File: config.mk
export PLATFORM = sky130hd
export DESIGN_NAME = mem_agen_stage_flat
export DESIGN_NICKNAME = d
export VERILOG_FILES = /design/src/rtl/mem_pkg.sv /design/src/rtl/mem_agen_stage_if.sv /design/src/rtl/mem_skid_buf.sv /design/src/rtl/mem_agen_stage.sv /design/src/flat_wrapper.sv
export SDC_FILE = /design/constraint.sdc
export NUM_CORES = 1
export LEC_CHECK = 0
export ABC_AREA = 1
export BUFFER_PORTS_ARGS = -buffer_cell sky130_fd_sc_hd__buf_2
export CAP_MARGIN = 20
export CORE_MARGIN = 2
export CORE_UTILIZATION = 61
export CTS_CLUSTER_SIZE = 30
export DETAILED_ROUTE_END_ITERATION = 16
export PLACE_DENSITY_LB_ADDON = 0.08
export REMOVE_ABC_BUFFERS = 1
export SKIP_CTS_REPAIR_TIMING = 1
export SYNTH_ARGS = -nofsm -noshare
export SYNTH_HDL_FRONTEND = slang
export SYNTH_SLANG_ARGS = --single-unit
File: constraint.sdc
create_clock -name clock -period 8.85 [get_ports clock]
set_clock_uncertainty 0.1 [all_clocks]
set_input_delay 1.3275 -clock clock [delete_from_list [all_inputs] [get_ports clock]]
set_output_delay 1.3275 -clock clock [all_outputs]
set_load 0.005 [all_outputs]
File: src/rtl/mem_pkg.sv
`default_nettype none
// +----------------------------------------------------------------------------+
// | mem_pkg : size encodings, byte-enable / alignment helpers, request payload |
// | Revision: 1.0                                                             |
// +----------------------------------------------------------------------------+
package mem_pkg;

    localparam logic [1:0] SIZE_BYTE  = 2'b00;
    localparam logic [1:0] SIZE_HALF  = 2'b01;
    localparam logic [1:0] SIZE_WORD  = 2'b10;
    localparam logic [1:0] SIZE_DWORD = 2'b11;

    // Payload is sized for the widest supported configuration so that every
    // parameterisation (and the next stage) can share one type.
    localparam int MEM_MAX_ADDR_W = 64;
    localparam int MEM_MAX_DATA_W = 64;
    localparam int MEM_MAX_LANES  = MEM_MAX_DATA_W / 8;
    localparam int MEM_MAX_REG_W  = 8;

    typedef struct packed {
        logic                      readmem;
        logic                      writemem;
        logic [MEM_MAX_ADDR_W-1:0] data_addr;
        logic [MEM_MAX_LANES-1:0]  byte_en;
        logic [MEM_MAX_DATA_W-1:0] storedata;
        logic [1:0]                size;
        logic [MEM_MAX_REG_W-1:0]  regdest;
        logic                      writereg;
        logic                      misaligned;
    } mem_req_t;

    function automatic logic [MEM_MAX_LANES-1:0] calc_byte_en(input logic [1:0] size,
                                                               input logic [2:0] lane);
        logic [MEM_MAX_LANES-1:0] ones;
        case (size)
            SIZE_BYTE: ones = 8'h01;
            SIZE_HALF: ones = 8'h03;
            SIZE_WORD: ones = 8'h0F;
            default:   ones = 8'hFF;
        endcase
        return ones << lane;
    endfunction

    // dword_ok is low on 32-bit datapaths, where a dword access is illegal.
    function automatic logic calc_misaligned(input logic [1:0] size,
                                             input logic [2:0] addr_lo,
                                             input logic       dword_ok);
        logic bad;
        case (size)
            SIZE_BYTE: bad = 1'b0;
            SIZE_HALF: bad = addr_lo[0];
            SIZE_WORD: bad = |addr_lo[1:0];
            default:   bad = !dword_ok || (|addr_lo);
        endcase
        return bad;
    endfunction

endpackage
`default_nettype wire

File: src/rtl/mem_agen_stage_if.sv
`default_nettype none
// +----------------------------------------------------------------------------+
// | mem_agen_if : upstream and downstream handshake/payload bundle            |
// | Revision: 1.0                                                             |
// +----------------------------------------------------------------------------+
interface mem_agen_if #(
    parameter int DATA_W = 32,
    parameter int ADDR_W = 32,
    parameter int REG_W  = 5
);
    localparam int LANES = DATA_W / 8;

    logic              in_valid;
    logic              in_ready;
    logic              in_readmem;
    logic              in_writemem;
    logic [ADDR_W-1:0] in_base;
    logic [ADDR_W-1:0] in_offset;
    logic [DATA_W-1:0] in_storedata;
    logic [1:0]        in_size;
    logic [REG_W-1:0]  in_regdest;
    logic              in_writereg;

    logic              out_valid;
    logic              out_ready;
    logic              out_readmem;
    logic              out_writemem;
    logic [ADDR_W-1:0] out_data_addr;
    logic [LANES-1:0]  out_byte_en;
    logic [DATA_W-1:0] out_storedata;
    logic [1:0]        out_size;
    logic [REG_W-1:0]  out_regdest;
    logic              out_writereg;
    logic              out_misaligned;

    modport master (
        output in_valid, in_readmem, in_writemem, in_base, in_offset,
               in_storedata, in_size, in_regdest, in_writereg, out_ready,
        input  in_ready, out_valid, out_readmem, out_writemem, out_data_addr,
               out_byte_en, out_storedata, out_size, out_regdest, out_writereg,
               out_misaligned
    );

    modport slave (
        input  in_valid, in_readmem, in_writemem, in_base, in_offset,
               in_storedata, in_size, in_regdest, in_writereg, out_ready,
        output in_ready, out_valid, out_readmem, out_writemem, out_data_addr,
               out_byte_en, out_storedata, out_size, out_regdest, out_writereg,
               out_misaligned
    );
endinterface
`default_nettype wire

File: src/rtl/mem_skid_buf.sv
`default_nettype none
// +----------------------------------------------------------------------------+
// | mem_skid_buf : generic one-entry-skid valid/ready pipeline register       |
// | Revision: 1.0                                                             |
// +----------------------------------------------------------------------------+
module mem_skid_buf #(
    parameter int W = 8
) (
    input  logic         clock,
    input  logic         reset,
    input  logic         flush,
    input  logic         in_valid,
    output logic         in_ready,
    input  logic [W-1:0] in_data,
    output logic         out_valid,
    input  logic         out_ready,
    output logic [W-1:0] out_data
);
    logic         main_valid;
    logic         skid_valid;
    logic         ready_q;
    logic [W-1:0] main_data;
    logic [W-1:0] skid_data;
    logic         accept;
    logic         main_free;

    assign accept    = in_valid & ready_q;
    assign main_free = ~main_valid | out_ready;

    always_ff @(posedge clock or posedge reset) begin
        if (reset) begin
            main_valid <= 1'b0;
            skid_valid <= 1'b0;
            ready_q    <= 1'b0;
            main_data  <= '0;
            skid_data  <= '0;
        end else if (flush) begin
            main_valid <= 1'b0;
            skid_valid <= 1'b0;
            ready_q    <= 1'b1;
        end else if (main_free) begin
            // Skid drains first; ready_q was low, so no accept can collide with it.
            if (skid_valid) begin
                main_data  <= skid_data;
                main_valid <= 1'b1;
                skid_valid <= 1'b0;
            end else if (accept) begin
                main_data  <= in_data;
                main_valid <= 1'b1;
            end else begin
                main_valid <= 1'b0;
            end
            ready_q <= 1'b1;
        end else begin
            if (accept) begin
                skid_data  <= in_data;
                skid_valid <= 1'b1;
            end
            ready_q <= ~(skid_valid | accept);
        end
    end

    assign in_ready  = ready_q;
    assign out_valid = main_valid;
    assign out_data  = main_valid ? main_data : '0;

endmodule
`default_nettype wire

File: src/rtl/mem_agen_stage.sv
`default_nettype none
// +----------------------------------------------------------------------------+
// | mem_agen_stage : effective address, byte enables, store alignment, skid   |
// | Revision: 1.0                                                             |
// +----------------------------------------------------------------------------+
module mem_agen_stage
    import mem_pkg::*;
#(
    parameter int DATA_W = 32,
    parameter int ADDR_W = 32,
    parameter int REG_W  = 5
) (
    input  logic      clock,
    input  logic      reset,
    input  logic      flush,
    mem_agen_if.slave bus
);
    localparam int LANES = DATA_W / 8;

    logic [ADDR_W-1:0] eff_addr;
    logic [2:0]        lane;
    logic              is_mem;
    logic              bad;
    logic [DATA_W-1:0] storedata_sh;
    mem_req_t          req;
    mem_req_t          resp;
    logic              unused_resp_bits;

    assign eff_addr = bus.in_base + bus.in_offset;
    assign lane     = (DATA_W == 64) ? eff_addr[2:0] : {1'b0, eff_addr[1:0]};
    assign is_mem   = bus.in_readmem | bus.in_writemem;

    // A load+store combination is rejected irrespective of alignment.
    assign bad = (bus.in_readmem & bus.in_writemem)
               | (is_mem & calc_misaligned(bus.in_size, eff_addr[2:0], DATA_W == 64));

    assign storedata_sh = bus.in_storedata << {lane, 3'b000};

    always_comb begin
        req                           = '0;
        req.readmem                   = bus.in_readmem & ~bad;
        req.writemem                  = bus.in_writemem & ~bad;
        req.data_addr[ADDR_W-1:0]     = eff_addr;
        req.byte_en                   = (is_mem & ~bad) ? calc_byte_en(bus.in_size, lane) : '0;
        req.storedata[DATA_W-1:0]     = storedata_sh;
        req.size                      = bus.in_size;
        req.regdest[REG_W-1:0]        = bus.in_regdest;
        req.writereg                  = bus.in_writereg & ~bad;
        req.misaligned                = bad;
    end

    mem_skid_buf #(
        .W($bits(mem_req_t))
    ) u_skid (
        .clock    (clock),
        .reset    (reset),
        .flush    (flush),
        .in_valid (bus.in_valid),
        .in_ready (bus.in_ready),
        .in_data  (req),
        .out_valid(bus.out_valid),
        .out_ready(bus.out_ready),
        .out_data (resp)
    );

    assign bus.out_readmem    = resp.readmem;
    assign bus.out_writemem   = resp.writemem;
    assign bus.out_data_addr  = resp.data_addr[ADDR_W-1:0];
    assign bus.out_byte_en    = resp.byte_en[LANES-1:0];
    assign bus.out_storedata  = resp.storedata[DATA_W-1:0];
    assign bus.out_size       = resp.size;
    assign bus.out_regdest    = resp.regdest[REG_W-1:0];
    assign bus.out_writereg   = resp.writereg;
    assign bus.out_misaligned = resp.misaligned;

    // Padding bits of the shared payload above this configuration's widths.
    assign unused_resp_bits = ^{resp.data_addr, resp.byte_en, resp.storedata, resp.regdest};

endmodule
`default_nettype wire

File: src/flat_wrapper.sv
// flat-port wrapper written by rule: the top's interface ports become plain ports
module mem_agen_stage_flat import mem_pkg::*;
#(
    parameter int DATA_W = 32,
    parameter int ADDR_W = 32,
    parameter int REG_W  = 5
)
  (clock, reset, flush, bus_in_valid, bus_in_readmem, bus_in_writemem, bus_in_base, bus_in_offset, bus_in_storedata, bus_in_size, bus_in_regdest, bus_in_writereg, bus_out_ready, bus_in_ready, bus_out_valid, bus_out_readmem, bus_out_writemem, bus_out_data_addr, bus_out_byte_en, bus_out_storedata, bus_out_size, bus_out_regdest, bus_out_writereg, bus_out_misaligned);
  mem_agen_if #(.DATA_W(DATA_W), .ADDR_W(ADDR_W), .REG_W(REG_W)) bus_i ();
  input  logic clock;
  input  logic reset;
  input  logic flush;
  input wire logic [$bits(bus_i.in_valid)-1:0] bus_in_valid;
  input wire logic [$bits(bus_i.in_readmem)-1:0] bus_in_readmem;
  input wire logic [$bits(bus_i.in_writemem)-1:0] bus_in_writemem;
  input wire logic [$bits(bus_i.in_base)-1:0] bus_in_base;
  input wire logic [$bits(bus_i.in_offset)-1:0] bus_in_offset;
  input wire logic [$bits(bus_i.in_storedata)-1:0] bus_in_storedata;
  input wire logic [$bits(bus_i.in_size)-1:0] bus_in_size;
  input wire logic [$bits(bus_i.in_regdest)-1:0] bus_in_regdest;
  input wire logic [$bits(bus_i.in_writereg)-1:0] bus_in_writereg;
  input wire logic [$bits(bus_i.out_ready)-1:0] bus_out_ready;
  output wire logic [$bits(bus_i.in_ready)-1:0] bus_in_ready;
  output wire logic [$bits(bus_i.out_valid)-1:0] bus_out_valid;
  output wire logic [$bits(bus_i.out_readmem)-1:0] bus_out_readmem;
  output wire logic [$bits(bus_i.out_writemem)-1:0] bus_out_writemem;
  output wire logic [$bits(bus_i.out_data_addr)-1:0] bus_out_data_addr;
  output wire logic [$bits(bus_i.out_byte_en)-1:0] bus_out_byte_en;
  output wire logic [$bits(bus_i.out_storedata)-1:0] bus_out_storedata;
  output wire logic [$bits(bus_i.out_size)-1:0] bus_out_size;
  output wire logic [$bits(bus_i.out_regdest)-1:0] bus_out_regdest;
  output wire logic [$bits(bus_i.out_writereg)-1:0] bus_out_writereg;
  output wire logic [$bits(bus_i.out_misaligned)-1:0] bus_out_misaligned;
  assign bus_i.in_valid = bus_in_valid;
  assign bus_i.in_readmem = bus_in_readmem;
  assign bus_i.in_writemem = bus_in_writemem;
  assign bus_i.in_base = bus_in_base;
  assign bus_i.in_offset = bus_in_offset;
  assign bus_i.in_storedata = bus_in_storedata;
  assign bus_i.in_size = bus_in_size;
  assign bus_i.in_regdest = bus_in_regdest;
  assign bus_i.in_writereg = bus_in_writereg;
  assign bus_i.out_ready = bus_out_ready;
  assign bus_in_ready = bus_i.in_ready;
  assign bus_out_valid = bus_i.out_valid;
  assign bus_out_readmem = bus_i.out_readmem;
  assign bus_out_writemem = bus_i.out_writemem;
  assign bus_out_data_addr = bus_i.out_data_addr;
  assign bus_out_byte_en = bus_i.out_byte_en;
  assign bus_out_storedata = bus_i.out_storedata;
  assign bus_out_size = bus_i.out_size;
  assign bus_out_regdest = bus_i.out_regdest;
  assign bus_out_writereg = bus_i.out_writereg;
  assign bus_out_misaligned = bus_i.out_misaligned;
  mem_agen_stage #(.DATA_W(DATA_W), .ADDR_W(ADDR_W), .REG_W(REG_W)) u_core (.clock(clock), .reset(reset), .flush(flush), .bus(bus_i));
endmodule
==> results of run 1 <==
worst max-delay path by stage:
stage / startpoint / end / slack, ps
2_1_floorplan: reset / u_core.u_skid.in_ready / 3070
3_3_place_gp: bus_in_offset[0] / u_core.u_skid.main_data[78] / 4790
3_5_place_dp: bus_in_offset[0] / u_core.u_skid.main_data[78] / 4690
4_1_cts: bus_in_offset[0] / u_core.u_skid.main_data[28] / 5120
5_1_grt: bus_in_offset[0] / u_core.u_skid.main_data[78] / 4850
6_report: bus_in_offset[0] / u_core.u_skid.main_data[78] / 5060
registers in the layout, summed over array words and instances, names as in the netlist:
name,count
u_core.u_skid.in_ready,1
u_core.u_skid.out_valid,1
u_core.u_skid.main_data,79
u_core.u_skid.skid_data,79
u_core.u_skid.skid_valid,1
through the flow:
| step | cells | cell area [sq um] | setup slack (ps) |
|---|---|---|---|
| 2_1_floorplan | 1485 | 9960 | 3070 |
| 3_3_place_gp | 1904 | 11300 | 4790 |
| 3_5_place_dp | 1904 | 11300 | 4690 |
| 4_1_cts | 1935 | 11800 | 5120 |
| 5_1_grt | 1935 | 11800 | 4850 |
| 6_report | 1935 | 11800 | 5060 |
worst reg2reg max path, cell delays in order (launching register included):
cell and delay, ps:
dfrtp_2 390, buf_4 380, inv_2 150, buf_4 560, a21oi_2 150, inv_2 110
nor2_4 50, inv_4 320, buf_4 840, o21ai_0 300
cells in the final DEF (no fill, tap or decap), types with 5 or more instances in the layout:
master,instances
clkbuf_16,17
o211a_1,7
buf_2,191
nor3_1,5
inv_1,244
nand3_1,50
dfrtp_1,159
nor2_1,100
buf_4,8
o31ai_1,9
xnor2_1,13
o21ai_0,113
a22oi_1,6
o21ai_1,39
ha_1,31
inv_2,7
o21a_1,13
a21oi_1,61
or2_2,6
nand2_1,589
logic make-up (layout without fill, tap and decap cells):
| family | Yosys count | in the layout | share of synthesized area [%] |
|---|---|---|---|
| simple gates | 761 | 761 | 29.2 |
| xor+xnor | 16 | 16 | 1.37 |
| fa+ha+maj | 32 | 32 | 3.98 |
| flops | 161 | 161 | 39.3 |
| compound gates | 261 | 261 | 14.1 |
| buf+inv | 319 | 484 | 12.1 |
layout make-up:
cell class	count	area, sq um	share of cell area [%]
clock inverter	14	158	1.33
multi-input combinational	1070	4980	42.0
sequential	161	4030	34.0
timing repair buffer	199	1020	8.58
inverter	254	962	8.12
clock buffer	17	425	3.59
tap	220	275	2.32
metal layers:
layer  vias up  track usage [%]
met3        35             4.49
met1      4561             42.5
met4         0             8.51
li1       5059                -
met2       341             50.8
met5         -                0
power breakdown:
part	internal (mW)	switching [mW]	total, mW
logic	0.225	0.359	0.584
registers	0.914	0.0917	1.01
clock network	0.419	0.324	0.743
total	1.56	0.775	2.33
==> impl_metrics.tcl, run 1 <==
set metrics [dict create \
    vias_per_cell 5.17 \
    synth_seq_cells 161 \
    cp-end-kind "register" \
    die-area_sq_mm 0.0179 \
    synthArstFlopShare_pct 100 \
    cts_tree "done" \
    synth_seq_area_share_pct 39.3 \
    synthTopCellsByCount "589 x nand2_1, 245 x inv_1, 161 x dfrtp_1, 113 x o21ai_0, 100 x nor2_1" \
    grt_pass1_wl_um 43900 \
    cap_violations 0 \
    syn_inst 1550 \
    hold_ws_ps 380 \
    die_y_um 134 \
    layout-drive-gt1-share_pct 14.9 \
    status "finished clean" \
    routed-wl-met3_um 1520 \
    clk_path_buf_depth 2 \
    path_depth 9 \
    critPathArrivalTime_ps 4050 \
    clkTransAtPathRegs_ps 70 \
    portBuffers 191 \
    synth_top_cell_area_share_pct 39.3 \
    cts_max_level 4 \
    core_area_sq_mm 0.0165 \
    wl_um 26400 \
    path_class "in2reg" \
    drt_iter0_drc 735 \
    die_w_um 134 \
    synthTopCellsByArea "dfrtp_1 39%, nand2_1 22%, inv_1 9.0%, o21ai_0 5.5%, ha_1 3.8%" \
    synth_edf_count 0 \
    cp.buffers_inverters 3 \
    yosysMostFrequentCell "nand2_1" \
    relSlewSlack_pct 34.6 \
    p_leak_nw 7.26 \
    finalCoreUtilization_pct 71.7 \
    nets 1846 \
    startpoint_type "input pin" \
    antennaDiodeCount 0 \
    finalSetupTns_ps 0 \
    rr_endpoint "u_core.u_skid.main_data[35]" \
    fin_total_pwr_mw 2.33 \
    finalSetupViolCount 0 \
    hold_viol 0 \
    ff2ff_path_depth 9 \
    via_count 9996 \
    max_stage_delay_ps 870 \
    ys.flop_type "dfrtp_1" \
    slew_viol_final 0 \
    grt_pass1_vias 9080 \
    critPathTopFamily "adder cells" \
    crit_required_ps 9100 \
    grt_max_degree 95 \
    antenna_found_initial 0 \
    synth.avg_cell_area_sq_um 6.61 \
    grt_util_all_layers_pct 30.7 \
    core.rowCount 47 \
    wl_per_cell_um 13.6 \
    drtPass1Iterations 5 \
    path_cells "buf_2 -> ha_1 -> fa_1 -> inv_2 -> nor2_2 -> inv_1 -> o21ai_0 -> nand2_1 -> a21boi_1" \
    ant_nets 0 \
    drcViolationCount 0 \
    areaGrowthSynthToFinish_pct 15.6 \
    slowest_stage "fa_1" \
    gr-total-overflow 0 \
    rsz0062_at_grt "false" \
    start_util_pct 62.0 \
    dp_hpwl_um 18300 \
    dr.max_layer_used "met4" \
    fin_crit_ps 3790 \
    reg2reg_slack_ps 5340 \
    crit_path_max_fanout 28 \
    ir_worst_vdd_v 0.000151 \
    routedLengthMet1_um 11900 \
    timing.fmax_mhz 264 \
    ys.warnings.count 0 \
    cts_buffers 17 \
    pwr_density_cell_mw_per_mm2 197 \
    r2r_start "u_core.u_skid.skid_valid" \
    ys_types 37 \
    routabilityCongestion 0.985 \
    worst_hold_path.endpoint "u_core.u_skid.main_data[93]" \
    synth.cell_area_sq_mm 0.0103 \
    yosysTopAreaCell "dfrtp_1" \
    clk_latency_ps 430 \
    hold_class "reg2reg" \
    cts.sinks 161 \
    min_period_over_period_pct 42.9 \
    ioPinCount 192 \
    nFillCells 1459 \
    worstHoldStart "u_core.u_skid.main_data[93]" \
    worstMarginPinSlew_ps 982 \
    min_path_cells 2 \
    wl_met2_um 12500 \
    cts-root-buf "clkbuf_16" \
]
(Power assumes the default switching activity.)
==> inputs of run 2 (changes only) <==
Settings changed: CORE_UTILIZATION 61 to 57.
Clock period 8.85 ns to 3.8 ns, I/O delays scaled along.
==> run 2 against run 1 <==
Utilization fell by 4.7 points. Count of clock-buffer cells in the layout stayed put. Cell count up 0.83%. Non-clock buffer count grew 7. Worst hold slack got worse by 150 ps. Via count down 0.66%.
==> impl_metrics.tcl, run 2 (same netlist as run 1, synthesis figures left out) <==
set metrics [dict create \
    clk_path_buf_depth 2 \
    largestRegisters "u_core.u_skid.main_data x79, u_core.u_skid.skid_data x79" \
    stdcell_area_sq_mm 0.0119 \
    grt_pass1_vias 9085 \
    ir_worst_vdd_v 0.000366 \
    timing.fmax_mhz 368 \
    grt_pass1_wl_um 44300 \
    layout_commonest_cell "nand2_1" \
    cts_max_level 4 \
    areaGrowthSynthToFinish_pct 16.2 \
    path_depth 12 \
    ioPinCount 192 \
    critPathArrivalTime_ps 2970 \
    cts_buffers 17 \
    wl_um 26700 \
    top_usage_layer "met2" \
    fin_crit_ps 2710 \
    rsz0062_at_grt "false" \
    antenna_found_initial 0 \
    wl_per_cell_um 13.7 \
    dp_hpwl_um 18800 \
    cts.sinks 161 \
    hold_class "in2async" \
    grt_util_all_layers_pct 28.3 \
    clkTransAtPathRegs_ps 70 \
    r2r_start "u_core.u_skid.in_ready" \
    path_class "in2reg" \
    cts_tree "done" \
    path_cells "buf_2 -> ha_1 -> fa_1 -> inv_2 -> nand2_4 -> o21ai_1 -> nand3_1 -> nor2_1 -> nand2_1 -> o21ai_0 -> nand2_1 -> a21boi_1" \
    crit_required_ps 4050 \
    drcViolationCount 0 \
    slowest_stage "fa_1" \
    reg2reg_slack_ps 1130 \
    layout-drive-gt1-share_pct 15.2 \
    clk_latency_ps 420 \
    antennaDiodeCount 0 \
    die_w_um 138 \
    grt_max_degree 101 \
    critPathTopFamily "adder cells" \
    max_stage_delay_ps 510 \
    grt_use_met3_pct 4.30 \
    min_period_over_period_pct 71.4 \
    fin_cells 1951 \
    cts-root-buf "clkbuf_16" \
    gr-total-overflow 0 \
    ff2ff_path_depth 9 \
    rr_endpoint "u_core.u_skid.main_data[40]" \
    pwr_density_cell_mw_per_mm2 454 \
    core_area_sq_mm 0.0178 \
    vias_per_cell 5.09 \
    die-area_sq_mm 0.0191 \
    dpl-instance-area_sq_mm 0.0113 \
    relSlewSlack_pct 37.5 \
    cp-end-kind "register" \
    p_leak_nw 7.29 \
    drtPass1Iterations 5 \
    via_count 9930 \
    routabilityCongestion 0.902 \
    placed_cells 1920 \
    hold_viol 0 \
    startpoint_type "input pin" \
    slew_viol_final 0 \
    nets 1853 \
    finalSetupViolCount 0 \
    use_met1_pct 39.7 \
    core.rowCount 49 \
    worstMarginPinSlew_ps 938 \
    met2_usage_pct 46.6 \
    crit_path_max_fanout 28 \
    drt_iter0_drc 668 \
    portBuffers 191 \
    cp_common_cell "nand2_1" \
    status "finished clean" \
    start_util_pct 57.7 \
    finalCoreUtilization_pct 67.0 \
    final_cell_mix "589 x nand2_1, 244 x inv_1, 191 x buf_2" \
    finalSetupTns_ps 0 \
    cp.buffers_inverters 2 \
    nFillCells 1648 \
    die_y_um 138 \
    cap_violations 0 \
    ant_nets 0 \
]
## run 2: how the worst max path moves through the flow
| stage | startpoint | endpoint |
|---|---|---|
| 6_report | bus_in_offset[0] | u_core.u_skid.main_data[78] |
| 5_1_grt | bus_in_offset[0] | u_core.u_skid.main_data[78] |
| 4_1_cts | bus_in_offset[0] | u_core.u_skid.main_data[78] |
| 3_5_place_dp | bus_in_offset[0] | u_core.u_skid.main_data[78] |
| 3_3_place_gp | bus_in_offset[0] | u_core.u_skid.main_data[78] |
| 2_1_floorplan | reset | u_core.u_skid.in_ready |
## run 2: final cells by class
| type | count | area (sq um) | area share (%) |
|---|---|---|---|
| Sequential cell | 161 | 4030 | 33.8 |
| Clock inverter | 14 | 148 | 1.24 |
| Inverter | 254 | 962 | 8.08 |
| Clock buffer | 17 | 425 | 3.57 |
| Tap cell | 229 | 287 | 2.40 |
| Multi-Input combinational cell | 1070 | 4980 | 41.8 |
| Timing Repair Buffer | 206 | 1080 | 9.07 |
## run 2: power breakdown
group	internal [mW]	switching [mW]	leakage [nW]
combinational	0.532	0.835	5.00
sequential	2.13	0.216	2.02
clock	0.922	0.776	0.272
## run 2: through the flow
stage / power, mW / setup WS (ps) / hold slack, ps
detailed placement: 3.73 / 650 / 360
floorplan: 3.27 / -1220 / 342
global route: 5.76 / 797 / 312
global placement: 3.68 / 727 / 354
finish: 5.41 / 1090 / 231
CTS: 5.43 / 1090 / 287
## run 2: layer usage
metal	up-vias	part of all wire, %
met5	-	0
met3	27	5.2
met4	0	1.3
met2	300	47
li1	5090	-
met1	4513	46
